File: src/rtl/i2c_reg_sequencer.sv
// i2c_reg_sequencer: turns single-cycle register read/write requests into
// START / DATA / READ / STOP command sequences for a byte-level I2C master.
// Every phase runs ISSUE (one strobe cycle), WAIT_HI (master busy) and
// WAIT_LO (master idle again). A NACK on a data byte jumps straight to STOP.
// Optional build macro I2C_SEQ_TIMEOUT_EN adds a per-phase watchdog of
// TIMEOUT_CYCLES wait cycles that abandons the sequence without STOP.
module i2c_reg_sequencer #(
  parameter int ADDRESS_BITS   = 7,
  parameter int TIMEOUT_CYCLES = 4095
) (
  input  logic                    clk,
  input  logic                    resetN,
  input  logic [ADDRESS_BITS-1:0] devAddr,
  input  logic [7:0]              regAddr,
  input  logic [7:0]              wrData,
  input  logic                    reqWrite,
  input  logic                    reqRead,
  output logic                    reqReady,
  output logic [7:0]              rdData,
  output logic                    rdValid,
  output logic                    nackErr,
  output logic                    mStart,
  output logic                    mStop,
  output logic                    mGo,
  output logic                    mReadNWrite,
  output logic [9:0]              mDIn,
  output logic                    mSendAck,
  input  logic                    mBusy,
  input  logic                    mRecvAck,
  input  logic [7:0]              mDOut
);

  typedef enum logic [2:0] {
    PH_IDLE,
    PH_START_W,
    PH_REG,
    PH_WDATA,
    PH_START_R,
    PH_READ,
    PH_STOP
  } phase_t;

  typedef enum logic [1:0] {
    SUB_ISSUE,
    SUB_WAIT_HI,
    SUB_WAIT_LO
  } sub_t;

  phase_t      phase_q;
  sub_t        sub_q;
  logic        is_read_q;
  logic [9:0]  dev_q;
  logic [7:0]  reg_q;
  logic [7:0]  wdat_q;
  logic        reqReady_q;
  logic [7:0]  rdData_q;
  logic        rdValid_q;
  logic        nackErr_q;
  logic        mStart_q;
  logic        mStop_q;
  logic        mGo_q;
  logic        mReadNWrite_q;
  logic [9:0]  mDIn_q;
  logic        mSendAck_q;

  logic [9:0]  dev_in_ext;
  logic        req_accept;
  logic        phase_done;
  logic        data_nack;
  logic        launch_en;
  logic        tmo_hit;
  phase_t      next_phase_d;
  logic        launch_start_d;
  logic        launch_go_d;
  logic        launch_stop_d;
  logic        launch_rnw_d;
  logic [9:0]  launch_din_d;

  // Zero-extend the device address to the 10-bit master data bus
  always_comb begin
    dev_in_ext                     = '0;
    dev_in_ext[ADDRESS_BITS-1:0]   = devAddr;
  end

  assign req_accept = (phase_q == PH_IDLE) && (reqWrite || reqRead);
  assign phase_done = (phase_q != PH_IDLE) && (sub_q == SUB_WAIT_LO) && !mBusy;
  assign data_nack  = phase_done && mRecvAck &&
                      ((phase_q == PH_REG) || (phase_q == PH_WDATA));
  assign launch_en  = req_accept || (phase_done && (phase_q != PH_STOP));

  // Phase that follows the current one; a data NACK short-cuts to STOP
  always_comb begin
    next_phase_d = PH_IDLE;
    case (phase_q)
      PH_IDLE:    next_phase_d = PH_START_W;
      PH_START_W: next_phase_d = PH_REG;
      PH_REG:     next_phase_d = data_nack ? PH_STOP :
                                 (is_read_q ? PH_START_R : PH_WDATA);
      PH_WDATA:   next_phase_d = PH_STOP;
      PH_START_R: next_phase_d = PH_READ;
      PH_READ:    next_phase_d = PH_STOP;
      default:    next_phase_d = PH_IDLE;
    endcase
  end

  // Strobe and data-bus values presented during the ISSUE of the next phase
  always_comb begin
    launch_start_d = 1'b0;
    launch_go_d    = 1'b0;
    launch_stop_d  = 1'b0;
    launch_rnw_d   = mReadNWrite_q;
    launch_din_d   = mDIn_q;
    case (next_phase_d)
      PH_START_W: begin
        launch_start_d = 1'b1;
        launch_rnw_d   = 1'b0;
        launch_din_d   = dev_in_ext;  // launched only from IDLE: live inputs
      end
      PH_REG: begin
        launch_go_d  = 1'b1;
        launch_rnw_d = 1'b0;
        launch_din_d = {2'b00, reg_q};
      end
      PH_WDATA: begin
        launch_go_d  = 1'b1;
        launch_rnw_d = 1'b0;
        launch_din_d = {2'b00, wdat_q};
      end
      PH_START_R: begin
        launch_start_d = 1'b1;
        launch_rnw_d   = 1'b1;
        launch_din_d   = dev_q;
      end
      PH_READ: begin
        launch_go_d  = 1'b1;
        launch_rnw_d = 1'b1;
      end
      PH_STOP: launch_stop_d = 1'b1;
      default: ;
    endcase
  end

`ifdef I2C_SEQ_TIMEOUT_EN
  localparam int TmoW = $clog2(TIMEOUT_CYCLES + 1);
  logic [TmoW-1:0] tmo_cnt_q;

  // Watchdog: cleared in ISSUE (and IDLE), counts every wait cycle
  always_ff @(posedge clk) begin
    if (!resetN) begin
      tmo_cnt_q <= '0;
    end else if ((phase_q == PH_IDLE) || (sub_q == SUB_ISSUE)) begin
      tmo_cnt_q <= '0;
    end else begin
      tmo_cnt_q <= tmo_cnt_q + 1'b1;
    end
  end

  // Fires on the edge where the count reaches TIMEOUT_CYCLES without progress
  assign tmo_hit = (phase_q != PH_IDLE) && (sub_q != SUB_ISSUE) && !phase_done &&
                   (tmo_cnt_q == TmoW'(TIMEOUT_CYCLES - 1));
`else
  assign tmo_hit = 1'b0;
  // TIMEOUT_CYCLES only matters when the watchdog is built in
  if (TIMEOUT_CYCLES < 1) begin : g_timeout_unused
  end
`endif

  // Sequencer state machine with registered strobes and status outputs
  always_ff @(posedge clk) begin
    if (!resetN) begin
      phase_q       <= PH_IDLE;
      sub_q         <= SUB_ISSUE;
      is_read_q     <= 1'b0;
      dev_q         <= '0;
      reg_q         <= '0;
      wdat_q        <= '0;
      reqReady_q    <= 1'b1;
      rdData_q      <= '0;
      rdValid_q     <= 1'b0;
      nackErr_q     <= 1'b0;
      mStart_q      <= 1'b0;
      mStop_q       <= 1'b0;
      mGo_q         <= 1'b0;
      mReadNWrite_q <= 1'b0;
      mDIn_q        <= '0;
      mSendAck_q    <= 1'b0;
    end else begin
      mStart_q  <= 1'b0;
      mStop_q   <= 1'b0;
      mGo_q     <= 1'b0;
      rdValid_q <= 1'b0;
      nackErr_q <= 1'b0;

      if (phase_q != PH_IDLE) begin
        case (sub_q)
          SUB_ISSUE:   sub_q <= SUB_WAIT_HI;
          SUB_WAIT_HI: if (mBusy) sub_q <= SUB_WAIT_LO;
          SUB_WAIT_LO: ;
          default:     sub_q <= SUB_ISSUE;
        endcase
      end

      if (phase_done) begin
        if (phase_q == PH_READ) begin
          rdData_q  <= mDOut;
          rdValid_q <= 1'b1;
        end
        if (data_nack) nackErr_q <= 1'b1;
        if (phase_q == PH_STOP) begin
          phase_q    <= PH_IDLE;
          sub_q      <= SUB_ISSUE;
          reqReady_q <= 1'b1;
        end
      end

      if (req_accept) begin
        dev_q      <= dev_in_ext;
        reg_q      <= regAddr;
        wdat_q     <= wrData;
        is_read_q  <= ~reqWrite;  // write wins when both pulse together
        reqReady_q <= 1'b0;
      end

      if (launch_en) begin
        phase_q       <= next_phase_d;
        sub_q         <= SUB_ISSUE;
        mStart_q      <= launch_start_d;
        mGo_q         <= launch_go_d;
        mStop_q       <= launch_stop_d;
        mReadNWrite_q <= launch_rnw_d;
        mDIn_q        <= launch_din_d;
        mSendAck_q    <= 1'b0;  // single-byte reads always ACK
      end

      if (tmo_hit) begin
        nackErr_q  <= 1'b1;
        phase_q    <= PH_IDLE;
        sub_q      <= SUB_ISSUE;
        reqReady_q <= 1'b1;
      end
    end
  end

  assign reqReady    = reqReady_q;
  assign rdData      = rdData_q;
  assign rdValid     = rdValid_q;
  assign nackErr     = nackErr_q;
  assign mStart      = mStart_q;
  assign mStop       = mStop_q;
  assign mGo         = mGo_q;
  assign mReadNWrite = mReadNWrite_q;
  assign mDIn        = mDIn_q;
  assign mSendAck    = mSendAck_q;

endmodule

File: config.mk
export PLATFORM = sky130hd
export DESIGN_NAME = i2c_reg_sequencer
export DESIGN_NICKNAME = d
export VERILOG_FILES = /design/src/rtl/i2c_reg_sequencer.sv
export SDC_FILE = /design/constraint.sdc
export NUM_CORES = 1
export LEC_CHECK = 0
export CORE_UTILIZATION = 43
export DETAILED_ROUTE_END_ITERATION = 12
export PLACE_DENSITY = 0.75
export SLEW_MARGIN = 40
export SYNTH_ARGS = -nofsm -noshare
export SYNTH_HDL_FRONTEND = slang
export SYNTH_SLANG_ARGS = --single-unit
export TNS_END_PERCENT = 10
File: constraint.sdc
create_clock -name clk -period 1.6 [get_ports clk]
set_input_delay 0.24 -clock clk [delete_from_list [all_inputs] [get_ports clk]]
set_output_delay 0.24 -clock clk [all_outputs]
set_load 0.05 [all_outputs]
### Word-level counts from Yosys, hierarchy flattened

Index checks and enable logic that the tools add are counted.

| operators by class | value |
|---|---|
| mux-type cells | 21 |
| bitwise operators | 2 |
| multiply operators | 0 |
| add/subtract/negate cells | 0 |
| reduce and logical (&&, ||, !) cells | 32 |
| magnitude comparators | 0 |
| shift operators | 0 |
| equality and inequality tests | 15 |
| div/mod/pow operators | 0 |

Operators by type and width:

| kind | number |
|---|---|
| one-hot mux 10 bit (4 select lines) | 1 |
| == test 3 bit, second input constant | 6 |
| two-way mux 3 bit | 5 |
| one-hot mux 3 bit (5 select lines) | 1 |
| AND reduction 2 bit | 7 |
| == test 3 x 2 -> 1 bit, second input constant | 4 |
| nonzero test 2 bit | 5 |
| two-way mux 1 bit | 8 |
| two-way mux 2 bit | 4 |
| OR reduction 2 bit | 4 |
| == test 3 x 1 -> 1 bit, second input constant | 2 |
| logical AND 1 bit | 6 |
| one-hot mux 2 bit (3 select lines) | 1 |
| OR reduction 3 bit | 2 |
| nonzero test 4 bit | 1 |
| logical NOT 3 bit | 1 |
| logical OR 1 bit | 3 |
| inequality test 3 bit, second input constant | 1 |
| nonzero test 3 bit | 1 |
| == test 2 x 1 -> 1 bit, second input constant | 1 |
| == test 2 bit, second input constant | 1 |
| logical NOT 2 bit | 1 |
| inverter 1 bit | 2 |
| one-hot mux 1 bit (2 select lines) | 1 |
| logical NOT 1 bit | 1 |

| word-level totals | value |
|---|---|
| bits in latches | 0 |
| input bits | 37 |
| logic and storage cells | 85 |
| output and inout port bits | 26 |
| memories | 0 |
| bits in registers | 54 |
| memory bits (read-only) | 0 |
| memory bits (writable) | 0 |

### Logic depth before layout (Yosys ltp)

Gate-level depths: netlist of run 1.

| depth | value |
|---|---|
| depth after elaboration | 11 |
| depth in mapped cells | 6 |
| gate-level depth less buffers | 4 |

### Worst setup path before layout of run 1

Ideal clock, no wire load.

| timing path | value |
|---|---|
| path type | register to register |
| start | reg sub_q[0] |
| end | reg mDIn_q[0], in the netlist mDIn[0] |
| setup slack | -0.078 ns |
| arrival time | 1.596 ns |
| path buffers | 2 |
| period minus slack after synthesis | 1.678 ns |
| data required time | 1.518 ns |
| library setup time | 0.082 ns |
| stages on the path, launching flop included | 7 |
| path through | dfxtp_1 > buf_2 > nor3b_4 > a22oi_2 > or3_1 > buf_2 > o2111ai_1 |

| on the way | value |
|---|---|
| word-level cells in the longest chain between the ends | 10 |
| elaborated cells on any way between the ends | 16 |
| those cells by class | eq/ne (5); mux (3); reduce/logical (8) |

Ends and longest elaborated chain:

| element | RTL line | RTL |
|---|---|---|
| start: declaration | 50 | `sub_t sub_q;` |
| start signal: assignment | 172 | `sub_q <= SUB_ISSUE;` |
| start signal: assignment | 196 | `SUB_ISSUE: sub_q <= SUB_WAIT_HI;` |
| start signal: assignment | 197 | `SUB_WAIT_HI: if (mBusy) sub_q <= SUB_WAIT_LO;` |
| == test 2 bit (*) | 86 | `assign phase_done = (phase_q != PH_IDLE) && (sub_q == SUB_WAIT_LO) && !mBusy;` |
| logical AND 1 bit (*) (2 in a row) | 86 |  |
| logical AND 1 bit (2 in a row) | 87 | `assign data_nack = phase_done && mRecvAck &&` |
| two-way mux 3 bit | 97 | `PH_REG: next_phase_d = data_nack ? PH_STOP :` |
| one-hot mux 3 bit (5 select lines) | 94 | `case (phase_q)` |
| == test 3 bit (tied with other cells) | 113 | `case (next_phase_d)` |
| nonzero test 4 bit (no source line) | -- |  |
| AND reduction 2 bit (no source line) | -- |  |
| end signal: assignment | 231 | `mDIn_q <= launch_din_d;` |
| end: declaration | 63 | `logic [9:0] mDIn_q;` |

Every way passes the cells marked *; elsewhere a longest branch is shown, timed or not. The select of a mux whose other input is x is not followed.
A chain may end at the register's enable or synchronous reset.

### Final worst setup path of run 1

| timing path | value |
|---|---|
| start | in reqRead |
| end | reg phase_q[0] |

| on the way | value |
|---|---|
| word-level cells in the longest chain between the ends | 5 |
| elaborated cells on any way between the ends | 7 |
| those cells by class | mux (1); reduce/logical (6) |

Ends and longest elaborated chain:

| element | RTL line | RTL |
|---|---|---|
| start: declaration | 17 | `input logic reqRead,` |
| logical OR 1 bit (*) | 85 | `assign req_accept = (phase_q == PH_IDLE) && (reqWrite \|\| reqRead);` |
| logical AND 1 bit (*) | 85 |  |
| logical OR 1 bit (*) | 89 | `assign launch_en = req_accept \|\| (phase_done && (phase_q != PH_STOP));` |
| nonzero test 2 bit (no source line) | -- |  |
| AND reduction 2 bit (no source line) | -- |  |
| end signal: assignment | 225 | `phase_q <= next_phase_d;` |
| end: declaration | 49 | `phase_t phase_q;` |

Every way passes the cells marked *; elsewhere a longest branch is shown, timed or not.

==> impl_metrics.tcl, run 1 <==
set metrics [dict create \
    powerDensity_nw_per_um2 966 \
    hold_viol 0 \
    vias 2353 \
    place.gp.congestion 0.837 \
    wirelength_um 6300 \
    drv_cap 0 \
    syn_area_per_cell_um2 8.29 \
    worst_setup_path_end_kind "register" \
    clockRootBuffer "clkbuf_8" \
    arrival_ps 1770 \
    nFillCells 456 \
    hpwl_um 4660 \
    cts_setup_buffers 0 \
    drc 0 \
    worst_slack_ps 38.0 \
    synth_seq_cells 52 \
    fin_crit_sh_pct 97.6 \
    start_kind "primary input" \
    hold_slack_ps 456 \
    grt_overflow 0 \
    synth_warnings 0 \
    area_delta_synth_final_pct 43.2 \
    dr.first_iter.drc_count 158 \
    io_buffer_count 59 \
    postPlaceCellArea_um2 3210 \
    worst_setup_hold_path_clk_slew_ps 100 \
    final_cells 437 \
    numCtsBuffers 5 \
    routed_via_density 5.38 \
    ant_nets 0 \
    grt_pass1_wl_um 10100 \
    path_class "primary input to register" \
    worstPathMaxFanout 4 \
    status "finished clean" \
    fin_crit_ps 1560 \
    clock_skew_ps 7.03 \
    drt-wirelength-per-cell_um 14.4 \
    nets 403 \
    initial_utilization_pct 45.3 \
    ys_types 44 \
    die_y_um 75.8 \
    die_w_um 75.8 \
    core_region_area_um2 5170 \
    synth_cells 283 \
    drive_gt1_share_pct 25.1 \
    io-pin-count 63 \
    clockBufferDepth 2 \
    fp.dieArea_um2 5750 \
    cts_tree "yes" \
    layout_commonest_cell "nand2_1" \
    slew_viol_final 0 \
    ys_seq_area_share_pct 44.4 \
    crit_required_ps 1810 \
    grt_pass1_vias 2193 \
    hp-class "register to register" \
    row_count 26 \
    groute.usage.overall_pct 23.7 \
    design_area_um2 3360 \
    dp.cells 429 \
    htree_num_levels 2 \
    first_pass_iters 4 \
    fmax_mhz 640 \
    mappedNetlistArea_um2 2340 \
    grt_max_degree 24 \
    tns_ps 0 \
    irDropWorstVdd_mv 0.536 \
    antenna_found_initial 0 \
    insertion_delay_ps 320 \
    p_leak_uw 0.00140 \
    dp_slack_ps -430 \
    cts_hold_repair.buffers 0 \
    most-common-layout-cells "nand2_1 (69), buf_4 (60), dfxtp_1 (48)" \
    finalSetupViolations 0 \
    insertedDiodeCount 0 \
    cts_sinks 52 \
]
==> critical path, cell delays in order <==
cell and delay, ps:
clkdlybuf4s50_1 410, or2_2 350, a22oi_1 260, o22ai_2 150, buf_4 160, a32o_1 190
==> cell usage after synthesis <==
library cell | n | area share (%)
nor3b_1 | 2 | 0.64
a21oi_1 | 32 | 6.8
o31ai_1 | 1 | 0.32
and3b_1 | 1 | 0.37
dfxtp_1 | 52 | 44
o21ai_0 | 5 | 1.1
nor4b_1 | 3 | 1.1
nor3_1 | 3 | 0.64
nand4bb_1 | 1 | 0.48
o22ai_1 | 1 | 0.27
conb_1 | 1 | 0.16
nor2_1 | 12 | 1.9
a21o_1 | 1 | 0.32
or2_2 | 2 | 0.53
buf_2 | 4 | 0.85
a41oi_1 | 1 | 0.37
nand2_1 | 69 | 11
o211ai_1 | 2 | 0.64
nand3_1 | 9 | 1.9
nor4_1 | 1 | 0.27
o21ba_2 | 1 | 0.43
mux2i_1 | 9 | 3.8
or3_1 | 4 | 1.1
and4bb_2 | 1 | 0.53
nand2b_1 | 2 | 0.53
inv_1 | 2 | 0.32
nor2b_1 | 3 | 0.80
nor3b_4 | 1 | 0.80
a211oi_1 | 2 | 0.64
a22oi_1 | 1 | 0.32
buf_4 | 3 | 0.96
and2_0 | 1 | 0.27
o311ai_0 | 7 | 2.6
clkinv_1 | 1 | 0.16
mux2_2 | 1 | 0.48
o211a_1 | 1 | 0.43
a22oi_2 | 1 | 0.53
o311a_1 | 2 | 0.85
or3b_2 | 1 | 0.37
clkbuf_1 | 18 | 2.9
a32o_1 | 8 | 3.4
nor3_2 | 1 | 0.43
and2_1 | 2 | 0.53
o2111ai_1 | 7 | 2.6
==> cells by family (layout without fill, tap and decap cells) <==
kind of cell	Yosys count	count (layout)	synth area share, %
buf+inv	28	110	5.18
mux	10	10	4.32
other cells	1	3	0.160
flops	52	52	44.4
simple gates	119	119	24.3
compound gates	73	73	21.7
==> stage by stage <==
step	utilization (%)	power, uW
2_1_floorplan	-	2050
3_3_place_gp	62.0	2420
3_5_place_dp	62.0	2440
4_1_cts	64.2	3260
5_1_grt	64.9	3410
6_report	64.9	3250
==> layer usage <==
layer	vias up	GRT usage [%]	routed length [um]
met5	-	0	0
met1	1110	30.9	2820
met4	0	7.61	90
met2	71	39.1	3030
li1	1163	-	-
met3	9	4.89	365
==> flip-flops by register name (all words and copies together), names as in the netlist, 2 cells and up <==
name / flops
dev_q: 7
mDIn: 8
phase_q: 3
rdData: 8
reg_q: 8
sub_q: 2
wdat_q: 8
==> power by group <==
group | total [uW] | leakage (uW) | switching, uW | internal (uW)
Clock | 804 | 0.0000434 | 453 | 351
Combinational | 935 | 0.000928 | 508 | 427
Sequential | 1510 | 0.000427 | 94.0 | 1410
Total | 3250 | 0.00140 | 1050 | 2190
==> final timing paths <==
check,from,end,slack (ps),cells after the start
worst max-delay path,reqRead,phase_q[0]$_SDFFE_PN0P_,40,6
worst min-delay path,reg_q[7]$_SDFFE_PN0P_,reg_q[7]$_SDFFE_PN0P_,460,2
worst max register to register,sub_q[0]$_SDFF_PP0_,mDIn[1]$_SDFFE_PN0P_,60,5
worst min register to register,reg_q[7]$_SDFFE_PN0P_,reg_q[7]$_SDFFE_PN0P_,460,2
==> layout make-up <==
| type | count | area [um^2] | area share (%) |
|---|---|---|---|
| clock buffer | 6 | 82.6 | 2.46 |
| inverter | 3 | 11.3 | 0.335 |
| sequential | 52 | 1050 | 31.1 |
| clock inverter | 2 | 15.0 | 0.447 |
| multi-input combinational | 205 | 1250 | 37.1 |
| tap | 70 | 87.6 | 2.61 |
| timing repair buffer | 99 | 870 | 25.9 |
==> repair_timing <==
| action | CTS | global route |
|---|---|---|
| setup endpoints to repair | 11 | 31 |
| gates cloned | 0 | 0 |
| pin swaps | 1 | 1 |
| resized for setup | 9 | 11 |
(Power assumes the default switching activity.)
==> run 2, diff against run 1 <==
CORE_UTILIZATION = 45   (was 43)
CTS_BUF_LIST = sky130_fd_sc_hd__clkbuf_8   (was default)
PLACE_DENSITY = 0.78   (was 0.75)
==> run 2 against run 1 <==
Compared with the run above: sequential power about the same; largest power group unchanged; maximum frequency up 1.6%; final area is 0.11% lower.
==> impl_metrics.tcl, run 2 (synthesized netlist as in run 1, its figures left out) <==
set metrics [dict create \
    status "finished clean" \
    ant_nets 0 \
    p_comb_share_pct 28.1 \
    nFillCells 405 \
    worst_setup_hold_path_clk_slew_ps 90 \
    grt_pass1_wl_um 10400 \
    drv_cap 0 \
    drive_gt1_share_pct 24.2 \
    fmax_mhz 651 \
    multi_input_comb_area_um2 1260 \
    clock_skew_ps 7.68 \
    cp_cell_sequence "buf_4 -> nor3_4 -> a22oi_2 -> buf_4 -> o311ai_2 -> o2111ai_1" \
    p_total_uw 3320 \
    arrival_ps 1710 \
    rsz0062_at_grt "true" \
    intPower_uw 2290 \
    r2r-start "phase_q[1]$_SDFFE_PN0P_" \
    min_from "dev_q[3]$_SDFFE_PN0P_" \
    fin_crit_ps 1540 \
    drc 0 \
    numCtsBuffers 5 \
    place.gp.congestion 0.887 \
    worstPathMaxFanout 8 \
    area.sequential_um2 1050 \
    dr.first_iter.drc_count 201 \
    grt_overflow 0 \
    area_delta_synth_final_pct 43.1 \
    wirelength_um 6370 \
    path_class "register to register" \
    hold_end "dev_q[3]$_SDFFE_PN0P_" \
    initial_utilization_pct 48.1 \
    r2r-end "mDIn[6]$_SDFFE_PN0P_" \
    cts_tree "yes" \
    vias 2395 \
    crit_buf_inv 2 \
    r2r_slack_ps 60 \
    powerDensity_nw_per_um2 990 \
    first_pass_iters 4 \
    hp-class "register to register" \
    tns_ps 0 \
    hold_viol 0 \
    cp_slowest_cell "dfxtp_2" \
    clockPowerShare_pct 26.7 \
    grt_pass1_vias 2236 \
    clockRootBuffer "clkbuf_8" \
    antenna_found_initial 0 \
    clockBufferDepth 2 \
    crit_family "compound AO/OA/AOI/OAI gates" \
    timing.critical_path.mode_cell "buf_4" \
    cts_sinks 52 \
    cts_hold_repair.buffers 0 \
    final_util_pct 68.7 \
    hpwl_um 4660 \
    start_kind "register" \
    die_w_um 74.2 \
    drt-wirelength-per-cell_um 14.8 \
    layout_commonest_cell "nand2_1" \
    switching_share_pct 31.2 \
    fin_crit_sh_pct 96.1 \
    irDropWorstVdd_mv 0.630 \
    fp.dieArea_um2 5500 \
    insertion_delay_ps 300 \
    power_switching_uw 1040 \
    most-common-layout-cells "nand2_1 (69), buf_4 (56), dfxtp_1 (48)" \
    insertedDiodeCount 0 \
    htree_num_levels 2 \
    io-pin-count 63 \
    worst_setup_path_end_kind "register" \
    grt_max_degree 25 \
    max_stage_delay_ps 350 \
    p_leak_uw 0.00140 \
    routed_via_density 5.57 \
    slew_viol_final 0 \
    nets 399 \
    groute.usage.overall_pct 24.3 \
    io_buffer_count 59 \
    core_region_area_um2 4880 \
    die_y_um 74.2 \
    row_count 25 \
    p_seq_share_pct 45.3 \
    reg2reg_depth 6 \
    crit_required_ps 1780 \
    finalSetupViolations 0 \
    hold_depth 2 \
]
==> run 2: cell types whose count changed in the layout (fill, tap and decap cells not counted), sizes merged <==
cell / change
buf: -4
clkinvlp: -2
bufinv: +1
clkbuf: -1
clkinv: +1
dlygate4sd2: -1
dlymetal6s2s: +1
inv: +1
==> run 2: per-layer routing <==
metal	routed length, um	vias up	part of all wire [%]	GRT usage [%]
li1	-	1159	-	-
met1	2850	1146	45	31.8
met2	3150	79	49	40.3
met3	280	11	4.4	4.88
met4	93	0	1.5	7.26
met5	0	-	0	0
==> run 2: cell type report <==
type	count	share of cell area (%)
Clock buffer	5	2.05
Clock inverter	3	1.16
Inverter	3	0.336
Multi-Input combinational cell	205	37.6
Sequential cell	52	31.2
Tap cell	67	2.50
Timing Repair Buffer	95	25.1
==> run 2: worst register-to-register path, cell delays in order (launching register included) <==
cell and delay (ps):
dfxtp_2 350, buf_4 150, nor3_4 150, a22oi_2 120, buf_4 190, o311ai_2 290, o2111ai_1 170
==> run 2: what timing repair did <==
action                     4_1_cts  5_1_grt
pin swaps                        0        3
buffers inserted                 1        0
setup endpoints to repair        8       41
resized for setup                4       19
==> run 2: power groups by stage <==
stage | logic [uW] | registers, uW | clock network (uW)
after global routing | 1000 | 1520 | 946
after CTS | 912 | 1500 | 896
after floorplan | 439 | 1610 | 0
final | 933 | 1500 | 886
after detailed placement | 895 | 1520 | 0
after global placement | 881 | 1520 | 0
==> run 2: worst max path at each step <==
stage               slack, ps  cells past startpoint              endpoint               startpoint
global route              -20                      6  mDIn[6]$_SDFFE_PN0P_  phase_q[1]$_SDFFE_PN0P_
CTS                        -2                      6  mDIn[2]$_SDFFE_PN0P_                    mBusy
detailed placement       -380                      5  mDIn[0]$_SDFFE_PN0P_                    mBusy
global placement         -360                      5  mDIn[5]$_SDFFE_PN0P_                    mBusy
floorplan                 -40                      6  mDIn[0]$_SDFFE_PN0P_      sub_q[0]$_SDFF_PP0_
finish                     60                      6  mDIn[6]$_SDFFE_PN0P_  phase_q[1]$_SDFFE_PN0P_
==> run 2: metrics by stage <==
stage               cells  setup slack, ps  cell area [um^2]  hold WS [ps]
detailed placement    421             -385              3170           450
floorplan             285            -35.4              2370           337
finish                430             62.9              3350           463
CTS                   430            -2.09              3300           463
global placement      421             -365              3170           442
global route          430            -16.6              3350           478
==> run 3, diff against run 2 <==
CAP_MARGIN = 30   (was default)
CORE_UTILIZATION = 50   (was 45)
PLACE_DENSITY = 0.82   (was 0.78)
TNS_END_PERCENT = default   (was 10)
clock period = 1.5 ns   (was 1.6 ns; I/O delays follow)
==> run 3 against run 2 <==
Compared with the run above: the run now ends with DRC left; final area grew 3.9%; power grew 9.4%; global-route usage grew 3.6 points; critical path type unchanged.
==> impl_metrics.tcl, run 3 (synthesized netlist as in run 1, its figures left out) <==
set metrics [dict create \
    max_stage_delay_ps 400 \
    drv_cap 0 \
    initial_utilization_pct 52.8 \
    grt_pass1_wl_um 10700 \
    dr.first_iter.drc_count 198 \
    ant_nets 0 \
    io_buffer_count 59 \
    nFillCells 299 \
    clockRootBuffer "clkbuf_8" \
    routed_via_density 5.87 \
    cts_sinks 52 \
    grt_max_degree 25 \
    grt_pass1_vias 2264 \
    io-pin-count 63 \
    row_count 24 \
    fin_crit_sh_pct 99.7 \
    die_y_um 70.5 \
    area_delta_synth_final_pct 48.6 \
    grt_overflow 0 \
    violations "DRC" \
    insertion_delay_ps 310 \
    first_pass_iters 8 \
    slew_viol_final 0 \
    place.gp.congestion 0.942 \
    fmax_mhz 669 \
    worst_setup_hold_path_clk_slew_ps 100 \
    nets 404 \
    cp_cell_sequence "nor3_4 -> a22oi_2 -> buf_6 -> o311ai_4 -> o2111ai_2" \
    powerDensity_nw_per_um2 1040 \
    drc 4 \
    worstPathMaxFanout 8 \
    cts_tree "yes" \
    most-common-layout-cells "nand2_1 (69), buf_4 (55), dfxtp_1 (48)" \
    hpwl_um 4750 \
    dp.cells 410 \
    drt-wirelength-per-cell_um 16.8 \
    path_class "register to register" \
    hold_viol 0 \
    vias 2466 \
    status "finished with violations" \
    crit_required_ps 1690 \
    fin_crit_ps 1500 \
    fp.dieArea_um2 4970 \
    wirelength_um 7070 \
    antenna_found_initial 0 \
    drive_gt1_share_pct 28.3 \
    irDropWorstVdd_mv 0.722 \
    arrival_ps 1680 \
    core_region_area_um2 4440 \
    rsz0062_at_grt "true" \
    insertedDiodeCount 0 \
    p_leak_uw 0.00144 \
    cp_slowest_cell "dfxtp_1" \
    layout_commonest_cell "nand2_1" \
    start_kind "register" \
    worst_setup_path_end_kind "register" \
    hp-class "primary input to register" \
    clock_skew_ps 8.57 \
    groute.usage.overall_pct 27.8 \
    clockBufferDepth 2 \
    final_cells 420 \
    die_w_um 70.5 \
    hold_slack_ps 454 \
    finalSetupViolations 0 \
    numCtsBuffers 5 \
    htree_num_levels 2 \
]
==> run 3: changes by cell type in the layout (fill, tap and decap cells not counted), sizes merged <==
| cell | delta |
|---|---|
| buf | +5 |
| dlygate4sd2 | +1 |
| dlymetal6s2s | -1 |
==> run 3: worst paths after layout <==
path              slack [ps]                endpoint                     from  cells after the start
setup / recovery           4    mDIn[5]$_SDFFE_PN0P_  phase_q[2]$_SDFFE_PN0P_                      5
hold reg to reg          460  wdat_q[2]$_SDFFE_PN0P_   wdat_q[2]$_SDFFE_PN0P_                      2
setup reg to reg           4    mDIn[5]$_SDFFE_PN0P_  phase_q[2]$_SDFFE_PN0P_                      5
hold / removal           450   reg_q[1]$_SDFFE_PN0P_               regAddr[1]                      3
==> run 3: power by group <==
part | switching [uW] | total [uW] | internal [uW]
clock | 471 | 961 | 489
sequential | 109 | 1620 | 1510
combinational | 579 | 1060 | 477
==> run 3: critical path, delay by kind of cell (launching register included) <==
| family | cells | cell delay, ps |
|---|---|---|
| AOI/OAI and AO/OA | 3 | 550 |
| buffers and inverters | 1 | 170 |
| DFF | 1 | 400 |
| and+or+nand+nor | 1 | 250 |
==> run 3: cell type report <==
type | count | area [um^2] | area share [%]
clock inverters | 3 | 38.8 | 1.11
clock buffers | 5 | 68.8 | 1.97
repair buffers | 100 | 908 | 26.1
flip-flops and latches | 52 | 1050 | 30.1
inverters | 3 | 11.3 | 0.323
well taps | 52 | 65.1 | 1.87
multi-input cells | 205 | 1340 | 38.6
==> run 3: timing repair <==
item                       in CTS  in global routing
setup endpoints to repair      22                 41
pin swaps                       2                  5
gates cloned                    0                  0
setup buffers                   1                  1
hold buffers                    0                  0
hold endpoints to repair        0                  0
gates resized for setup        18                 27
==> run 3: layer usage <==
layer | vias to the layer above | GRT usage, % | routed length [um]
met5 | - | 0 | 0
li1 | 1175 | - | -
met2 | 108 | 46.5 | 3450
met4 | 0 | 10.2 | 176
met1 | 1162 | 35.4 | 3020
met3 | 21 | 5.63 | 427
==> run 3: through the flow <==
stage	setup TNS [ps]	util [%]	worst slack [ps]	cell area, um^2	power (uW)
6_report	0	78.4	4.15	3480	3630
5_1_grt	-744	78.4	-58.3	3480	3780
4_1_cts	-100	75.5	-33.7	3350	3560
3_5_place_dp	-11740	71.8	-466	3190	2600
3_3_place_gp	-10790	71.8	-460	3190	2580
2_1_floorplan	-1090	-	-135	2370	2190
